==> config.mk <==
export PLATFORM = sky130hd
export DESIGN_NAME = hba_master_port
export DESIGN_NICKNAME = d
export VERILOG_FILES = /design/src/rtl/hba_master_port.sv
export SDC_FILE = /design/constraint.sdc
export NUM_CORES = 1
export LEC_CHECK = 0
export ABC_AREA = 1
export CAP_MARGIN = 40
export CORE_MARGIN = 10
export CORE_UTILIZATION = 45
export DETAILED_ROUTE_END_ITERATION = 10
export HOLD_SLACK_MARGIN = 0.12
export PLACE_DENSITY_LB_ADDON = 0.25
export SLEW_MARGIN = 20
export SYNTH_ARGS = -nofsm -noshare
export SYNTH_HDL_FRONTEND = slang
export SYNTH_SLANG_ARGS = --single-unit
==> constraint.sdc <==
create_clock -name hba_clk -period 2 [get_ports hba_clk]
set_clock_uncertainty 0.1 [all_clocks]
set_input_delay 0.6 -clock hba_clk [delete_from_list [all_inputs] [get_ports hba_clk]]
set_output_delay 0.6 -clock hba_clk [all_outputs]
set_load 0.03 [all_outputs]
==> src/rtl/hba_master_port.sv <==
// ---------------------------------------------------------------------------
// hba_master_port
//
// Master-side bus access engine for an HBA master peripheral. The local core
// hands over one read or write command. The engine requests the bus from the
// arbiter and waits for the grant pulse. It then performs one transfer on the
// wired-OR HBA bus and returns a single-cycle response. That response carries
// either the read data or a timeout error.
//
// Ports
//   hba_clk       : bus clock; all state changes on its rising edge
//   hba_reset     : synchronous active-high reset
//   cmd_valid     : a command is presented by the local core
//   cmd_ready     : engine idle; the command is taken when valid & ready
//   cmd_rnw       : 1 = read, 0 = write
//   cmd_addr      : target address (peripheral id + register)
//   cmd_wdata     : write data
//   rsp_valid     : one-cycle response pulse
//   rsp_err       : 1 = transfer timed out (meaningful with rsp_valid)
//   rsp_rdata     : last read data, held until the next response
//   hba_mrequest  : bus request to the arbiter
//   hba_mgrant    : single-cycle grant pulse from the arbiter
//   hba_select    : this master owns the bus (ORed with other masters)
//   hba_rnw       : bus read/not-write
//   hba_abus      : bus address
//   hba_dbus      : bus write data
//   hba_dbus_in   : bus read data returned by the slaves
//   hba_xferDone  : slave reports the transfer is complete
// ---------------------------------------------------------------------------
module hba_master_port #(
  parameter int DBUS_WIDTH = 8,
  parameter int ADDR_WIDTH = 12,
  parameter int TIMEOUT    = 255
) (
  input  logic                  hba_clk,
  input  logic                  hba_reset,
  input  logic                  cmd_valid,
  output logic                  cmd_ready,
  input  logic                  cmd_rnw,
  input  logic [ADDR_WIDTH-1:0] cmd_addr,
  input  logic [DBUS_WIDTH-1:0] cmd_wdata,
  output logic                  rsp_valid,
  output logic                  rsp_err,
  output logic [DBUS_WIDTH-1:0] rsp_rdata,
  output logic                  hba_mrequest,
  input  logic                  hba_mgrant,
  output logic                  hba_select,
  output logic                  hba_rnw,
  output logic [ADDR_WIDTH-1:0] hba_abus,
  output logic [DBUS_WIDTH-1:0] hba_dbus,
  input  logic [DBUS_WIDTH-1:0] hba_dbus_in,
  input  logic                  hba_xferDone
);

  // The counter must be able to hold TIMEOUT-1. The terminal compare stops it
  // before it can wrap.
  localparam int CW = (TIMEOUT > 1) ? $clog2(TIMEOUT + 1) : 1;

  localparam logic [1:0] ST_IDLE = 2'd0;
  localparam logic [1:0] ST_REQ  = 2'd1;
  localparam logic [1:0] ST_XFER = 2'd2;

  localparam logic [CW-1:0]         CNT_LAST = CW'(TIMEOUT - 1);
  localparam logic [CW-1:0]         CNT_ZERO = {CW{1'b0}};
  localparam logic [CW-1:0]         CNT_ONE  = CW'(1);
  localparam logic [ADDR_WIDTH-1:0] ADDR_ZERO = {ADDR_WIDTH{1'b0}};
  localparam logic [DBUS_WIDTH-1:0] DATA_ZERO = {DBUS_WIDTH{1'b0}};

  // Registered state
  logic [1:0]            state_r;
  logic                  cmd_rnw_r;
  logic [ADDR_WIDTH-1:0] cmd_addr_r;
  logic [DBUS_WIDTH-1:0] cmd_wdata_r;
  logic [CW-1:0]         count_r;
  logic                  mrequest_r;
  logic                  select_r;
  logic                  rnw_r;
  logic [ADDR_WIDTH-1:0] abus_r;
  logic [DBUS_WIDTH-1:0] dbus_r;
  logic                  rsp_valid_r;
  logic                  rsp_err_r;
  logic [DBUS_WIDTH-1:0] rsp_rdata_r;

  // Next-state values
  logic [1:0]            state_s;
  logic                  cmd_rnw_s;
  logic [ADDR_WIDTH-1:0] cmd_addr_s;
  logic [DBUS_WIDTH-1:0] cmd_wdata_s;
  logic [CW-1:0]         count_s;
  logic                  mrequest_s;
  logic                  select_s;
  logic                  rnw_s;
  logic [ADDR_WIDTH-1:0] abus_s;
  logic [DBUS_WIDTH-1:0] dbus_s;
  logic                  rsp_valid_s;
  logic                  rsp_err_s;
  logic [DBUS_WIDTH-1:0] rsp_rdata_s;

  // The engine takes a command only while idle. A new command can be taken
  // in the same cycle the previous response is shown.
  assign cmd_ready = (state_r == ST_IDLE);

  // Compute the next state and the next values of every registered output.
  always_comb begin
    state_s     = state_r;
    cmd_rnw_s   = cmd_rnw_r;
    cmd_addr_s  = cmd_addr_r;
    cmd_wdata_s = cmd_wdata_r;
    count_s     = count_r;
    mrequest_s  = mrequest_r;
    select_s    = select_r;
    rnw_s       = rnw_r;
    abus_s      = abus_r;
    dbus_s      = dbus_r;
    rsp_valid_s = 1'b0;              // the response is a pulse, never held
    rsp_err_s   = rsp_err_r;
    rsp_rdata_s = rsp_rdata_r;

    case (state_r)
      ST_IDLE: begin
        if (cmd_valid) begin
          cmd_rnw_s   = cmd_rnw;
          cmd_addr_s  = cmd_addr;
          cmd_wdata_s = cmd_wdata;
          mrequest_s  = 1'b1;
          state_s     = ST_REQ;
        end else begin
          state_s     = ST_IDLE;
        end
      end

      ST_REQ: begin
        // Contention on the bus is unbounded, so there is no timeout here.
        if (hba_mgrant) begin
          mrequest_s = 1'b0;
          select_s   = 1'b1;
          rnw_s      = cmd_rnw_r;
          abus_s     = cmd_addr_r;
          // A read must not drive data onto the wired-OR bus.
          dbus_s     = cmd_rnw_r ? DATA_ZERO : cmd_wdata_r;
          count_s    = CNT_ZERO;
          state_s    = ST_XFER;
        end else begin
          mrequest_s = 1'b1;
        end
      end

      ST_XFER: begin
        // Completion is tested first so it wins over a timeout in the same cycle.
        if (hba_xferDone) begin
          select_s    = 1'b0;
          rnw_s       = 1'b0;
          abus_s      = ADDR_ZERO;
          dbus_s      = DATA_ZERO;
          rsp_valid_s = 1'b1;
          rsp_err_s   = 1'b0;
          if (cmd_rnw_r) begin
            rsp_rdata_s = hba_dbus_in;
          end else begin
            rsp_rdata_s = rsp_rdata_r;
          end
          state_s     = ST_IDLE;
        end else if (count_r == CNT_LAST) begin
          select_s    = 1'b0;
          rnw_s       = 1'b0;
          abus_s      = ADDR_ZERO;
          dbus_s      = DATA_ZERO;
          rsp_valid_s = 1'b1;
          rsp_err_s   = 1'b1;
          state_s     = ST_IDLE;
        end else begin
          count_s     = count_r + CNT_ONE;
        end
      end

      default: begin
        // Unreachable encoding: release the bus and go back to idle.
        state_s    = ST_IDLE;
        mrequest_s = 1'b0;
        select_s   = 1'b0;
        rnw_s      = 1'b0;
        abus_s     = ADDR_ZERO;
        dbus_s     = DATA_ZERO;
        count_s    = CNT_ZERO;
      end
    endcase
  end

  // State and output registers. Reset releases the bus and drops any pending command.
  always_ff @(posedge hba_clk) begin
    if (hba_reset) begin
      state_r     <= ST_IDLE;
      cmd_rnw_r   <= 1'b0;
      cmd_addr_r  <= ADDR_ZERO;
      cmd_wdata_r <= DATA_ZERO;
      count_r     <= CNT_ZERO;
      mrequest_r  <= 1'b0;
      select_r    <= 1'b0;
      rnw_r       <= 1'b0;
      abus_r      <= ADDR_ZERO;
      dbus_r      <= DATA_ZERO;
      rsp_valid_r <= 1'b0;
      rsp_err_r   <= 1'b0;
      rsp_rdata_r <= DATA_ZERO;
    end else begin
      state_r     <= state_s;
      cmd_rnw_r   <= cmd_rnw_s;
      cmd_addr_r  <= cmd_addr_s;
      cmd_wdata_r <= cmd_wdata_s;
      count_r     <= count_s;
      mrequest_r  <= mrequest_s;
      select_r    <= select_s;
      rnw_r       <= rnw_s;
      abus_r      <= abus_s;
      dbus_r      <= dbus_s;
      rsp_valid_r <= rsp_valid_s;
      rsp_err_r   <= rsp_err_s;
      rsp_rdata_r <= rsp_rdata_s;
    end
  end

  assign hba_mrequest = mrequest_r;
  assign hba_select   = select_r;
  assign hba_rnw      = rnw_r;
  assign hba_abus     = abus_r;
  assign hba_dbus     = dbus_r;
  assign rsp_valid    = rsp_valid_r;
  assign rsp_err      = rsp_err_r;
  assign rsp_rdata    = rsp_rdata_r;

endmodule
==> impl_results.md, run 1 <==
* Max Fclk at between 500 and 600 MHz
* Initial antenna violation count at 0
* Worst Path Arrival at approximately 1200 ps
* Initial DRC Count at around 120
* Peak supply drop at 0.621 mV
* Largest net degree at the start of global routing at 29
* Clock H-tree levels at 3
* Syn Nets at approximately 370
* PwrDens at 870 nW/um^2
* Placed instance count at approximately 480
* Final core occ at 67.5%
* Layout cells sized above 1 at 8.75%
* Max FO, Critical Path at 3
* Met3 usage at under 10%
* Mapped cell area at 2480 sq um
* Hold path start: hba_abus[8]
* # rows at 26
* Grt peak-use layer: met2
* Largest family of logic cells by synthesized area: simple AND/OR/NAND/NOR gates
* Worst Path Required at around 1300 ps
* EDFF count, synth at 0
* Post-DRT Antenna Nets at 0
* Vias/cell at ~4.8
* Gpl congestion at between 0.8 and 0.9
* P_leak at between 1.5 and 2 nW
* Routed len/inst at about 13 um
* Fin. Hold Viols at 0
* Worst-Margin Slew at approximately 330 ps
* N_diodes at 0
* Rel. slew slack at ~78%
* Reg2reg start: count_r[0]
* IO buf count at 67
* Initial Util at a little under half
* Post-synthesis mux area share at 0%
* Routed via count at about 2.4k
* Seq/Total Area, Yosys at between 50% and 60%
* Detailed-route wire length at 6.46 mm
* Grt met1 use at roughly 18%
* RSZ-0062 raised after global routing: false
* XOR/XNOR Fraction of Synth Area at 0%
* Async set-or-reset flop fraction in the synthesized netlist at 0%
* Clock sinks at 64
* Top cells by area, synth: dfxtp_1 (52%), nor2_1 (12%), nand2_1 (11%)
* Seq cells post-synth at 64
* Path type of the worst setup path: register to output pin
* Die Area at just under 9000 sq um
* Core area at about 5200 sq um
* R2R Setup Slk at approximately 390 ps
* Finished Cell Area at 3540 sq um
* Post-layout nets at about 450
* DP HPWL at 4.64 mm
* Crit path launch type: register
* # DRC at 0
* Post-synth top cells: nor2_1 (80), nand2_1 (70), dfxtp_1 (64)
* Worst-path clk slew at 70 ps
* Max Buffers Root-to-Sink at 2
* Number of global-route vias before repair at 2261
* Final Slew Violations at 0
* Hold Crit Endpoint: hba_abus[8]
* Met2 GRT Util at a little under a quarter
* CTS root buf: clkbuf_8
* First-pass DRT Iterations at 4
* CTS tree: done
* Status: finished, final reports clean
* Post-synth top area share at about half
* CP Capture Type: output pin
* Syn Inst Count at 338
* Final setup vio count at 0
* Area of the multi-input gates at between 1000 and 1500 sq um
* Die height at between 90 and 100 um
* Worst min-delay path category: register to register
* Path depth of the worst reg2reg path at 10
* PnR worst setup slack at roughly 76 ps
* Synth Area in Compound Gates at 13.3%
* RR Endpoint: hba_abus[6]
* Yosys top cell by area: dfxtp_1
* Most used DFF post-synth: dfxtp_1
* Period utilisation layout at between 90 and 100%
* Clk_lat worst skew at approximately 350 ps
* Area delta synth->final at 42.6%
* GRT Resource Usage Total at between 10% and 20%
* Placed inst area at between 3000 and 4000 sq um
* Fillers at 487
* Setup_tns at 0 ps
* Syn avg cell area at 7.34 sq um
* Global-route wire length before repair at about 11 mm
* Num CTS Buffers at 9
* GRT Residual Overflow at 0
* Register area at roughly 1300 sq um
* Tmin final at just under 2000 ps
* Io pins at 68
* Die Wd at 94.3 um
* Fin cells at 493
* Hold path cells at 2
* Post-Place Setup Slack at -33.9 ps
* Simple-gate area share of the yosys netlist at a little over a quarter
* Most frequent cell after synthesis: nor2_1
* Postcts setup bufs at 0
* Post-Synth Adder-Cell Area at 1.01%
* Max_cap viols at 0
* Ys Warns at 0
* Cell variety after synth at 21
==> area by class of cell <==
type,count,share of cell area [%]
Multi-Input combinational cell,235,29.3
Timing Repair Buffer,82,22.4
Inverter,26,2.76
Sequential cell,64,36.2
Tap cell,70,2.48
Clock inverter,5,2.94
Clock buffer,11,4.00
==> worst max path at each step <==
stage | startpoint | endpoint | slack [ps]
after detailed placement | hba_mgrant | count_r[4] | -30
after global routing | state_r[1] | cmd_ready | 0.8
final | state_r[1] | cmd_ready | 80
after global placement | hba_mgrant | count_r[4] | -9
after floorplan | state_r[0] | cmd_rnw_r | 430
after CTS | state_r[1] | cmd_ready | 60
==> cells in the final DEF (no fill, tap or decap), drive strengths merged <==
cell,n
o211ai,1
buf,15
nor2,82
inv,26
nor3,2
nand2,71
clkinv,2
clkdlybuf4s50,33
nand4,3
clkbuf,11
o21ai,35
ha,2
dlygate4sd2,34
bufinv,3
nand3,12
dfxtp,64
a21oi,27
==> where the power goes <==
| part | total, W | internal (W) | switching [W] |
|---|---|---|---|
| Sequential | 0.00136 | 0.00133 | 0.0000303 |
| Clock | 0.00137 | 0.000862 | 0.000505 |
| Combinational | 0.000346 | 0.000160 | 0.000186 |
| Total | 0.00308 | 0.00236 | 0.000722 |
==> critical path: stages, from the launching register on <==
cell           delay [ps]
dfxtp_1               340
nor2_1                130
dlygate4sd2_1         410
==> timing repair <==
item,4_1_cts,5_1_grt
hold buffers,0,0
setup endpoints to repair,34,0
gates resized for setup,34,0
==> through the flow <==
step	power [W]	hold WS [ps]
after floorplan	0.00158	344
after global placement	0.00175	348
after detailed placement	0.00175	352
after CTS	0.00310	360
after global routing	0.00320	382
final	0.00308	360
==> metal layers <==
layer  vias to the layer above  part of all wire (%)  wire length, um
met5                         -                     0                0
met2                        61                    47             3050
met1                      1070                    44             2850
met3                         7                   7.6              492
li1                       1232                     -                -
met4                         0                   1.1               70
==> sequential cells by signal (all words and copies together) (netlist names), 2 cells and up <==
signal and flops:
count_r 8, state_r 2, cmd_addr_r 12, hba_abus 12, rsp_rdata 8, cmd_wdata_r 8, hba_dbus 8
==> logic make-up after synthesis <==
family	after synthesis
DFF	64
AOI/OAI and AO/OA	63
adders and majority gates	2
buffers and inverters	39
and+or+nand+nor	170
No activity file was read; power rests on OpenSTA's default activity.
==> run 2, diff against run 1 <==
- CTS_CLUSTER_DIAMETER: unset -> 60
- HOLD_SLACK_MARGIN: 0.12 -> unset
- SETUP_SLACK_MARGIN: unset -> 0.3
==> run 2 against run 1 <==
  * Sequential share of layout area increased by 1.0 points
  * Hold slack about the same
  * Total power is 0.11% higher
  * Routed wire length up 1.7%
  * Die area stayed put
  * Combinational power is 1% higher
  * Via count is 0.17% lower
  * Worst setup slack better by 230 ps
  * Largest power group unchanged
  * Sequential power barely moved
  * Final area down 2.3%
==> impl_results.md, run 2 (same netlist as run 1, synthesis figures left out) <==
* Status: finished, final reports clean (unchanged)
* CP max stage delay at 340 ps (was 410 ps)
* Period utilisation layout at 84.5% (was 96.2%)
* Max Buffers Root-to-Sink at 2 (unchanged)
* Fin cells at 494 (was 493)
* Die Area at 8880 sq um (unchanged)
* Placed instance count at 477 (unchanged)
* Routed len/inst at 13.3 um (was 13.1 um)
* Worst min-delay path category: register to register (unchanged)
* Final core occ at 66.0% (was 67.5%)
* Total power at 0.00308 W (about the same)
* Most frequent cells in the layout: nor2_1 (78), nand2_1 (70), dfxtp_1 (62) (was nor2_1 (80), nand2_1 (70), dfxtp_1 (64))
* Largest net degree at the start of global routing at 29 (unchanged)
* # rows at 26 (unchanged)
* Gpl congestion at 0.843 (unchanged)
* Psw at 0.000725 W (was 0.000722 W)
* Hold Crit Endpoint: hba_rnw (was hba_abus[8])
* Final setup vio count at 0 (unchanged)
* Tmin final at 1690 ps (was 1920 ps)
* Critical Path, Cell by Cell: nor2_2 > buf_4 (was nor2_1 > dlygate4sd2_1)
* Path type of the worst setup path: register to output pin (unchanged)
* N_diodes at 0 (unchanged)
* Flop pwr share at 44.2% (was 44.3%)
* Number of global-route vias before repair at 2252 (was 2261)
* Routed via count at 2366 (was 2370)
* Internal Power at 0.00236 W (about the same)
* Path depth of the worst reg2reg path at 10 (unchanged)
* Logic pwr share at 11.4% (was 11.3%)
* Clock sinks at 64 (unchanged)
* RR Endpoint: hba_dbus[7] (was hba_abus[6])
* R2R Setup Slk at 410 ps (was 390 ps)
* Max_cap viols at 0 (unchanged)
* Hold Buf Count CTS at 0 (unchanged)
* RSZ-0062 raised after global routing: true (was false)
* GRT Resource Usage Total at 15.0% (was 15.1%)
* Max Fclk at 592 MHz (was 520 MHz)
* Crit path launch type: register (unchanged)
* Clk_lat worst skew at 350 ps (about the same)
* Most common cell after layout, fill and taps aside: nor2_1 (unchanged)
* Worst Path Required at 1300 ps (about the same)
* GRT Residual Overflow at 0 (unchanged)
* Detailed-route wire length at 6.57 mm (was 6.46 mm)
* Hold path start: hba_rnw (was hba_abus[8])
* IO buf count at 67 (unchanged)
* Finished Cell Area at 3450 sq um (was 3540 sq um)
* P_leak at 1.50 nW (was 1.57 nW)
* Layout cells sized above 1 at 18.2% (was 8.75%)
* Fin. Hold Viols at 0 (unchanged)
* CP startpoint: state_r[1] (unchanged)
* # DRC at 0 (unchanged)
* Core area at 5240 sq um (unchanged)
* First-pass DRT Iterations at 5 (was 4)
* Initial DRC Count at 142 (was 115)
* Die height at 94.3 um (unchanged)
* Max FO, Critical Path at 3 (unchanged)
* Post-DRT Antenna Nets at 0 (unchanged)
* Initial antenna violation count at 0 (unchanged)
* Slowest-stage cell, CP: dfxtp_1 (was dlygate4sd2_1)
* Rel. slew slack at 78.5% (was 78.4%)
* CP Capture Type: output pin (unchanged)
* Area delta synth->final at 39.2% (was 42.6%)
* Num CTS Buffers at 9 (unchanged)
* Placed inst area at 3330 sq um (unchanged)
* CTS tree: done (unchanged)
* Post-layout nets at 455 (was 454)
* Worst Path Arrival at 990 ps (was 1220 ps)
* Io pins at 68 (unchanged)
* Setup_tns at 0 ps (unchanged)
* Vias/cell at 4.79 (was 4.81)
* Switch share at 23.5% (about the same)
* PwrDens at 892 nW/um^2 (was 870 nW/um^2)
* Die Wd at 94.3 um (unchanged)
* CTS root buf: clkbuf_8 (unchanged)
* Peak supply drop at 0.628 mV (was 0.621 mV)
* Reg2reg start: count_r[0] (unchanged)
* DP HPWL at 4.64 mm (unchanged)
* Clock power frac at 44.4% (about the same)
* Worst-Margin Slew at 322 ps (was 326 ps)
* Initial Util at 47.4% (unchanged)
* Final Slew Violations at 0 (unchanged)
* Global-route wire length before repair at 10.5 mm (about the same)
* Worst-path clk slew at 70 ps (about the same)
* Clock H-tree levels at 3 (unchanged)
* Hold path cells at 2 (unchanged)
[run 2: cell types whose count changed in the layout (fill, tap and decap cells not counted), moves of 2 or more]
| cell | delta |
|---|---|
| buf_2 | +32 |
| dfxtp_1 | -2 |
| dlygate4sd2_1 | -34 |
| nor2_1 | -2 |
| nor2_2 | +2 |
[run 2: metrics by stage]
step	setup WS [ps]	hold slack, ps
2_1_floorplan	434	344
3_3_place_gp	-8.79	348
3_5_place_dp	-33.9	352
4_1_cts	259	360
5_1_grt	254	382
6_report	310	360
[run 2: area by class of cell]
| type | instances | area, sq um |
|---|---|---|
| Fill cell | 499 | 1780 |
| Sequential cell | 64 | 1290 |
| Multi-Input combinational cell | 235 | 1050 |
| Timing Repair Buffer | 83 | 686 |
| Clock buffer | 11 | 141 |
| Clock inverter | 5 | 104 |
| Inverter | 26 | 97.6 |
| Tap cell | 70 | 87.6 |
[run 2: routing by layer]
metal | global-route usage (%) | up-vias | wire length [um]
li1 | - | 1232 | -
met1 | 18.2 | 1065 | 2920
met2 | 23.1 | 62 | 3160
met3 | 6.71 | 7 | 422
met4 | 5.06 | 0 | 70
met5 | 0 | - | 0
[run 2: worst max-delay path, delay by kind of cell, from the launching register on]
family	cells	cell delay, ps
AND/OR/NAND/NOR	1	130
buffers and inverters	1	170
flip-flops	1	340
[run 2: how the worst max path moves through the flow]
stage                             to  slack [ps]
after global placement    count_r[4]          -9
after floorplan            cmd_rnw_r         430
after detailed placement  count_r[4]         -30
after global routing       cmd_ready         250
after CTS                  cmd_ready         260
final                      cmd_ready         310
[run 2: power by group through the flow]
stage	sequential [W]	clock [W]	combinational, W
2_1_floorplan	0.00141	0	0.000164
3_3_place_gp	0.00139	0	0.000354
3_5_place_dp	0.00139	0	0.000357
4_1_cts	0.00136	0.00139	0.000349
5_1_grt	0.00137	0.00145	0.000389
6_report	0.00136	0.00137	0.000351
[run 2: what timing repair did]
action / CTS / global route
setup endpoints to repair: 34 / 45
pin swaps: 0 / 2
buffers inserted: 0 / 1
resized for setup: 138 / 41
